### src/rtl/nav_bit_sync.sv
`timescale 1ns/1ps
`default_nettype none
// ============================================================================
//  Module   : nav_bit_sync
//  Purpose  : Navigation-bit synchroniser. Builds a 20-bin histogram of
//             prompt-I sign transitions indexed by millisecond phase, declares
//             bit sync when one bin reaches SYNC_THRESHOLD, then integrates
//             20 prompt dumps per nav bit and emits hard bit + soft sum.
//  Ports    : clk            - system clock
//             global_reset_n - asynchronous active-low reset
//             channel_reset  - synchronous clear back to SEARCH
//             tracking_ready - 1-cycle strobe, i_prompt_k valid
//             i_prompt_k     - signed 1 ms prompt-I accumulation
//             bit_sync       - 1 while LOCKED
//             bit_phase      - ms index (0..19) at which each nav bit starts
//             nav_bit_valid  - 1-cycle strobe, nav_bit/bit_sum valid
//             nav_bit        - hard decision, 1 when bit_sum >= 0
//             bit_sum        - signed sum of the 20 dumps of the last bit
//             sync_fail      - 1-cycle pulse on search timeout
//  Revision : 1.0 - initial release
// ============================================================================
module nav_bit_sync #(
    parameter int ACC_WIDTH         = 16,
    parameter int HIST_WIDTH        = 6,
    parameter int SYNC_THRESHOLD    = 8,
    parameter int SEARCH_TIMEOUT_MS = 2000
) (
    input  logic                        clk,
    input  logic                        global_reset_n,
    input  logic                        channel_reset,
    input  logic                        tracking_ready,
    input  logic signed [ACC_WIDTH-1:0] i_prompt_k,
    output logic                        bit_sync,
    output logic [4:0]                  bit_phase,
    output logic                        nav_bit_valid,
    output logic                        nav_bit,
    output logic signed [ACC_WIDTH+4:0] bit_sum,
    output logic                        sync_fail
);

    localparam int SUM_WIDTH = ACC_WIDTH + 5;
    localparam int TO_WIDTH  = $clog2(SEARCH_TIMEOUT_MS + 1);
    localparam int NUM_BINS  = 20;

    localparam logic [HIST_WIDTH-1:0] HIST_MAX = '1;
    localparam logic [HIST_WIDTH-1:0] HIST_THR = HIST_WIDTH'(SYNC_THRESHOLD);
    localparam logic [TO_WIDTH-1:0]   TO_LAST  = TO_WIDTH'(SEARCH_TIMEOUT_MS);
    localparam logic [4:0]            MS_LAST  = 5'd19;

    typedef enum logic [0:0] {
        ST_SEARCH = 1'b0,
        ST_LOCKED = 1'b1
    } state_t;

    // ------------------------------------------------------------------------
    // Registers
    // ------------------------------------------------------------------------
    state_t                       state_q;
    logic [4:0]                   ms_index_q;
    logic                         prev_valid_q;
    logic                         prev_sign_q;
    logic [HIST_WIDTH-1:0]        hist_q [NUM_BINS];
    logic [TO_WIDTH-1:0]          timeout_q;
    logic signed [SUM_WIDTH-1:0]  bit_acc_q;
    logic                         bit_sync_q;
    logic [4:0]                   bit_phase_q;
    logic                         nav_bit_valid_q;
    logic                         nav_bit_q;
    logic signed [SUM_WIDTH-1:0]  bit_sum_q;
    logic                         sync_fail_q;

    // ------------------------------------------------------------------------
    // Next-value helpers
    // ------------------------------------------------------------------------
    logic                         sign_d;
    logic [4:0]                   ms_index_d;
    logic                         flip_d;
    logic [HIST_WIDTH-1:0]        bin_d;
    logic                         lock_d;
    logic [TO_WIDTH-1:0]          timeout_d;
    logic                         timeout_hit_d;
    logic signed [SUM_WIDTH-1:0]  sample_ext_d;
    logic signed [SUM_WIDTH-1:0]  acc_sum_d;
    logic [4:0]                   last_ms_d;

    always_comb begin
        // Zero has MSB 0 and therefore counts as a positive sample.
        sign_d        = i_prompt_k[ACC_WIDTH-1];
        ms_index_d    = (ms_index_q == MS_LAST) ? 5'd0 : ms_index_q + 5'd1;
        flip_d        = prev_valid_q && (sign_d != prev_sign_q);
        // Saturating bin increment: a full bin never wraps back to zero.
        bin_d         = (hist_q[ms_index_q] == HIST_MAX) ? hist_q[ms_index_q]
                                                         : hist_q[ms_index_q] + 1'b1;
        lock_d        = flip_d && (bin_d == HIST_THR);
        timeout_d     = timeout_q + 1'b1;
        timeout_hit_d = (timeout_d == TO_LAST);
        sample_ext_d  = {{5{i_prompt_k[ACC_WIDTH-1]}}, i_prompt_k};
        acc_sum_d     = bit_acc_q + sample_ext_d;
        // Last ms of a bit is the one just before the bit start phase.
        last_ms_d     = (bit_phase_q == 5'd0) ? MS_LAST : bit_phase_q - 5'd1;
    end

    // ------------------------------------------------------------------------
    // State machine and datapath
    // ------------------------------------------------------------------------
    always_ff @(posedge clk or negedge global_reset_n) begin
        if (!global_reset_n) begin
            state_q         <= ST_SEARCH;
            ms_index_q      <= 5'd0;
            prev_valid_q    <= 1'b0;
            prev_sign_q     <= 1'b0;
            for (int i = 0; i < NUM_BINS; i++) hist_q[i] <= '0;
            timeout_q       <= '0;
            bit_acc_q       <= '0;
            bit_sync_q      <= 1'b0;
            bit_phase_q     <= 5'd0;
            nav_bit_valid_q <= 1'b0;
            nav_bit_q       <= 1'b0;
            bit_sum_q       <= '0;
            sync_fail_q     <= 1'b0;
        end else if (channel_reset) begin
            // Re-acquisition discards everything, including a coincident strobe.
            state_q         <= ST_SEARCH;
            ms_index_q      <= 5'd0;
            prev_valid_q    <= 1'b0;
            prev_sign_q     <= 1'b0;
            for (int i = 0; i < NUM_BINS; i++) hist_q[i] <= '0;
            timeout_q       <= '0;
            bit_acc_q       <= '0;
            bit_sync_q      <= 1'b0;
            bit_phase_q     <= 5'd0;
            nav_bit_valid_q <= 1'b0;
            nav_bit_q       <= 1'b0;
            bit_sum_q       <= '0;
            sync_fail_q     <= 1'b0;
        end else begin
            nav_bit_valid_q <= 1'b0;
            sync_fail_q     <= 1'b0;
            if (tracking_ready) begin
                ms_index_q <= ms_index_d;
                case (state_q)
                    ST_SEARCH: begin
                        prev_sign_q  <= sign_d;
                        prev_valid_q <= 1'b1;
                        if (flip_d) hist_q[ms_index_q] <= bin_d;
                        if (lock_d) begin
                            // Lock has priority over a simultaneous timeout; the
                            // locking sample opens the first bit.
                            state_q     <= ST_LOCKED;
                            bit_sync_q  <= 1'b1;
                            bit_phase_q <= ms_index_q;
                            bit_acc_q   <= sample_ext_d;
                        end else if (timeout_hit_d) begin
                            sync_fail_q  <= 1'b1;
                            timeout_q    <= '0;
                            prev_valid_q <= 1'b0;
                            for (int i = 0; i < NUM_BINS; i++) hist_q[i] <= '0;
                        end else begin
                            timeout_q <= timeout_d;
                        end
                    end
                    ST_LOCKED: begin
                        if (ms_index_q == last_ms_d) begin
                            nav_bit_valid_q <= 1'b1;
                            bit_sum_q       <= acc_sum_d;
                            nav_bit_q       <= ~acc_sum_d[SUM_WIDTH-1];
                            bit_acc_q       <= '0;
                        end else begin
                            bit_acc_q <= acc_sum_d;
                        end
                    end
                    default: state_q <= ST_SEARCH;
                endcase
            end
        end
    end

    assign bit_sync      = bit_sync_q;
    assign bit_phase     = bit_phase_q;
    assign nav_bit_valid = nav_bit_valid_q;
    assign nav_bit       = nav_bit_q;
    assign bit_sum       = bit_sum_q;
    assign sync_fail     = sync_fail_q;

endmodule
`default_nettype wire
### config.mk
export PLATFORM = sky130hd
export DESIGN_NAME = nav_bit_sync
export DESIGN_NICKNAME = d
export VERILOG_FILES = /design/src/rtl/nav_bit_sync.sv
export SDC_FILE = /design/constraint.sdc
export NUM_CORES = 1
export LEC_CHECK = 0
export CAP_MARGIN = 5
export CORE_ASPECT_RATIO = 1.1
export CORE_UTILIZATION = 50
export CTS_CLUSTER_SIZE = 8
export DETAILED_ROUTE_END_ITERATION = 10
export PLACE_DENSITY = 0.68
export SLEW_MARGIN = 15
export SYNTH_ARGS = -nofsm -noshare
export SYNTH_HDL_FRONTEND = slang
export SYNTH_SLANG_ARGS = --single-unit
### constraint.sdc
create_clock -name clk -period 4.2 [get_ports clk]
set_clock_uncertainty 0.05 [all_clocks]
set_input_delay 0.84 -clock clk [delete_from_list [all_inputs] [get_ports clk]]
set_output_delay 0.84 -clock clk [all_outputs]
set_load 0.01 [all_outputs]
==> results of run 1 <==
[worst paths after layout]
path,startpoint,endpoint,cells past startpoint
setup / recovery,ms_index_q[0],hist_q[88],12
hold / removal,global_reset_n,timeout_q[10],1
setup reg to reg,ms_index_q[0],hist_q[88],12
hold reg to reg,timeout_q[10],timeout_q[10],1
max in group asynchronous,global_reset_n,hist_q[92],2
min in group clk,timeout_q[10],timeout_q[10],1
[per-layer routing]
metal	up-vias	track usage [%]	part of all wire [%]
li1	3614	-	-
met1	3882	34.8	46
met2	205	39.5	48
met3	34	3.82	4.5
met4	0	7.57	1.6
met5	-	0	0
[power groups by stage]
stage,sequential (mW),combinational (mW),clock [mW]
4_1_cts,1.88,0.604,1.62
6_report,1.88,0.604,1.59
2_1_floorplan,1.91,0.419,0
3_5_place_dp,1.91,0.599,0
3_3_place_gp,1.91,0.594,0
5_1_grt,1.88,0.663,1.69
[state kept, by name, summed over array words and instances, names as in the netlist]
register,flops
bit_sum,21
ms_index_q,5
bit_acc_q,21
prev_sign_q,1
bit_sync,1
nav_bit,1
bit_phase,5
nav_bit_valid,1
prev_valid_q,1
timeout_q,11
sync_fail,1
state_q,1
hist_q,120
[metrics by stage]
step | instances | area (um2) | setup slack [ns] | hold WS, ns
2_1_floorplan | 923 | 10400 | 0.513 | 0.390
3_3_place_gp | 1203 | 11200 | 0.295 | 0.413
3_5_place_dp | 1203 | 11200 | 0.285 | 0.414
4_1_cts | 1235 | 11800 | 0.275 | 0.380
5_1_grt | 1235 | 11800 | 0.0789 | 0.404
6_report | 1235 | 11800 | 0.269 | 0.349
[cell type report]
| cell class | count | area, um2 | share of cell area (%) |
|---|---|---|---|
| clock inverter | 14 | 129 | 1.09 |
| multi-input combinational | 659 | 5260 | 44.6 |
| timing repair buffer | 85 | 827 | 7.02 |
| clock buffer | 18 | 439 | 3.73 |
| inverter | 17 | 63.8 | 0.541 |
| tap | 252 | 315 | 2.67 |
| sequential | 190 | 4760 | 40.3 |
[kinds of logic (layout without fill, tap and decap cells)]
logic type	after synthesis	count (layout)
AOI/OAI and AO/OA	300	300
xor gates and xnor gates	28	28
adders and majority gates	28	28
buffers and inverters	74	134
DFF	190	190
muxes	69	69
and+or+nand+nor	234	234
[cells in the final DEF, fill, tap and decap left out, types with 4 or more instances in the layout]
cell type,n
a31oi_1,9
o2bb2ai_2,5
ha_1,27
a21oi_1,42
o2bb2ai_1,116
o21a_1,4
buf_12,5
mux2_2,19
dfrtp_1,189
o21ai_0,24
nand2_1,86
o31ai_1,6
nand3_1,19
clkbuf_16,17
nor3b_1,4
nand4_1,7
nand3b_1,4
xnor2_1,18
nand2b_1,8
a22oi_1,12
inv_1,17
mux4_2,11
and2_1,11
inv_6,6
a21o_1,7
nor2b_1,11
nor2_1,38
mux2i_1,33
xor2_1,10
o211ai_1,4
a31o_4,19
o22ai_1,4
nor3_1,8
clkdlybuf4s50_1,48
a22o_1,21
buf_4,31
and3_1,15
[worst max-delay path, stage by stage, from the launching register on]
cell and delay (ns):
dfrtp_1 0.34, buf_4 0.22, mux4_1 0.59, a22oi_1 0.18, nand3_1 0.24, ha_1 0.35, nand4bb_1 0.17, or3b_1 0.54
o31ai_4 0.34, buf_12 0.25, o2111ai_2 0.14, buf_4 0.26, o2bb2ai_1 0.17
==> out/metrics.cfg, run 1 <==
[outcome]
status = finished clean

[synthesis]
synth_area_leaders = dfrtp_1 (46%), o2bb2ai_1 (9.8%), ha_1 (3.3%)
synth_nets = 971
synth_compound_area_share_pct = 24.5
yosysMostFrequentCell = dfrtp_1
syn_area_per_cell_um2 = 11.2
syn_inst = 923
synth_top_cell_by_area = dfrtp_1
synthFlopType = dfrtp_1
synthMuxAreaShare_pct = 8.87
synth_cell_types = 74
synth_edf_count = 0
async_reset_ff_share_pct = 100
ys_seq_elements = 190
synth_simple_gate_area_share_pct = 11.4
yosys_warnings = 0
synth_xor_area_share_pct = 2.37
synth_top_area_share_pct = 45.9
ys_seq_area_share_pct = 45.9
synth_top_family_by_area = compound AO/OA/AOI/OAI gates
synth_fa_ha_area_share_pct = 3.45
synth_common_cells = dfrtp_1 (190), o2bb2ai_1 (116), nand2_1 (86), a21oi_1 (42), nor2_1 (39)
synth_area_mm2 = 0.0104

[pwr]
power.density_mw_per_mm2 = 346
power_mw = 4.07
switchingPower_mw = 1.13
p_leak_nw = 4.91
vdd_drop_max_mv = 0.291
p_sw_share_pct = 27.7
p_int_mw = 2.95
power_frac_comb_pct = 14.8
clkPwrFrac_pct = 39.1
seqPwrFrac_pct = 46.0

[place]
gp_congestion = 0.898
place_hpwl_um = 17300
numPortBuffers = 49

[sta]
hold_viol = 0
drv_slew = 0
fmax_mhz = 254
setup_tns_ns = 0
slew_headroom_pct = 44.2
fin_crit_sh_pct = 93.6
worst_pin_slew_ns = 0.836
rsz0062_at_grt = no
fin_crit_ns = 3.93
setup_violations = 0

[setup_path]
crit_required_ns = 4.51
cp.arrival_ns = 4.24
worstSetupEndpointType = register
worst-path-max-fanout = 27
start_kind = register
ff2ff_setup_slack_ns = 0.27
worst-setup-path-type = register to register

[floorplan]
die_x_um = 139
initial_core_util_pct = 51.7
io_pins = 50
rows = 54
die_height_um = 153
dieArea_mm2 = 0.0213
coreArea_mm2 = 0.0201

[global_route]
grt_start_max_net_pins = 88
grtUsageTotal_pct = 24.8
grt_pass1_vias = 7658
grt-ovfl-total = 0
grt_pass1_wl_um = 41700
grt_antenna_before_repair = 1

[run]
cap_violations = 0

[layout]
areaGrowthSynthToFinish_pct = 13.7
drive_gt1_share_pct = 14.9
final_util_pct = 58.7
n_fill_cell = 1668
fin_nets = 1018
antenna_cells = 0

[route]
antenna_left = 0
viasPerCell = 6.26
wl_um = 25400
detail_route.first_pass.iterations = 4
drtIter0Drc = 596
post_drt_wl_per_cell_um = 20.5
num_vias = 7735
drcViolationCount = 0

[hold_path]
hold_path.class = input port to async pin

[clocking]
cts_tree = done
worstSkewPairLatency_ns = 0.44
numCtsBuffers = 17
clockBufferDepth = 2
cts.sinks = 190
h-tree-depth = 4
clk_pin_slew_ns = 0.07
root_buffer = clkbuf_16
post_cts_resized = 0
post_cts_buffers = 0
cts_hold_buffers = 0

Power figures use the tool's default switching activity.
==> inputs of run 2 (changes only) <==
Settings changed: CAP_MARGIN 5 to 10.
==> results of run 2 <==
Same layout as run 1: the final DEF is identical, and so are final timing and power.
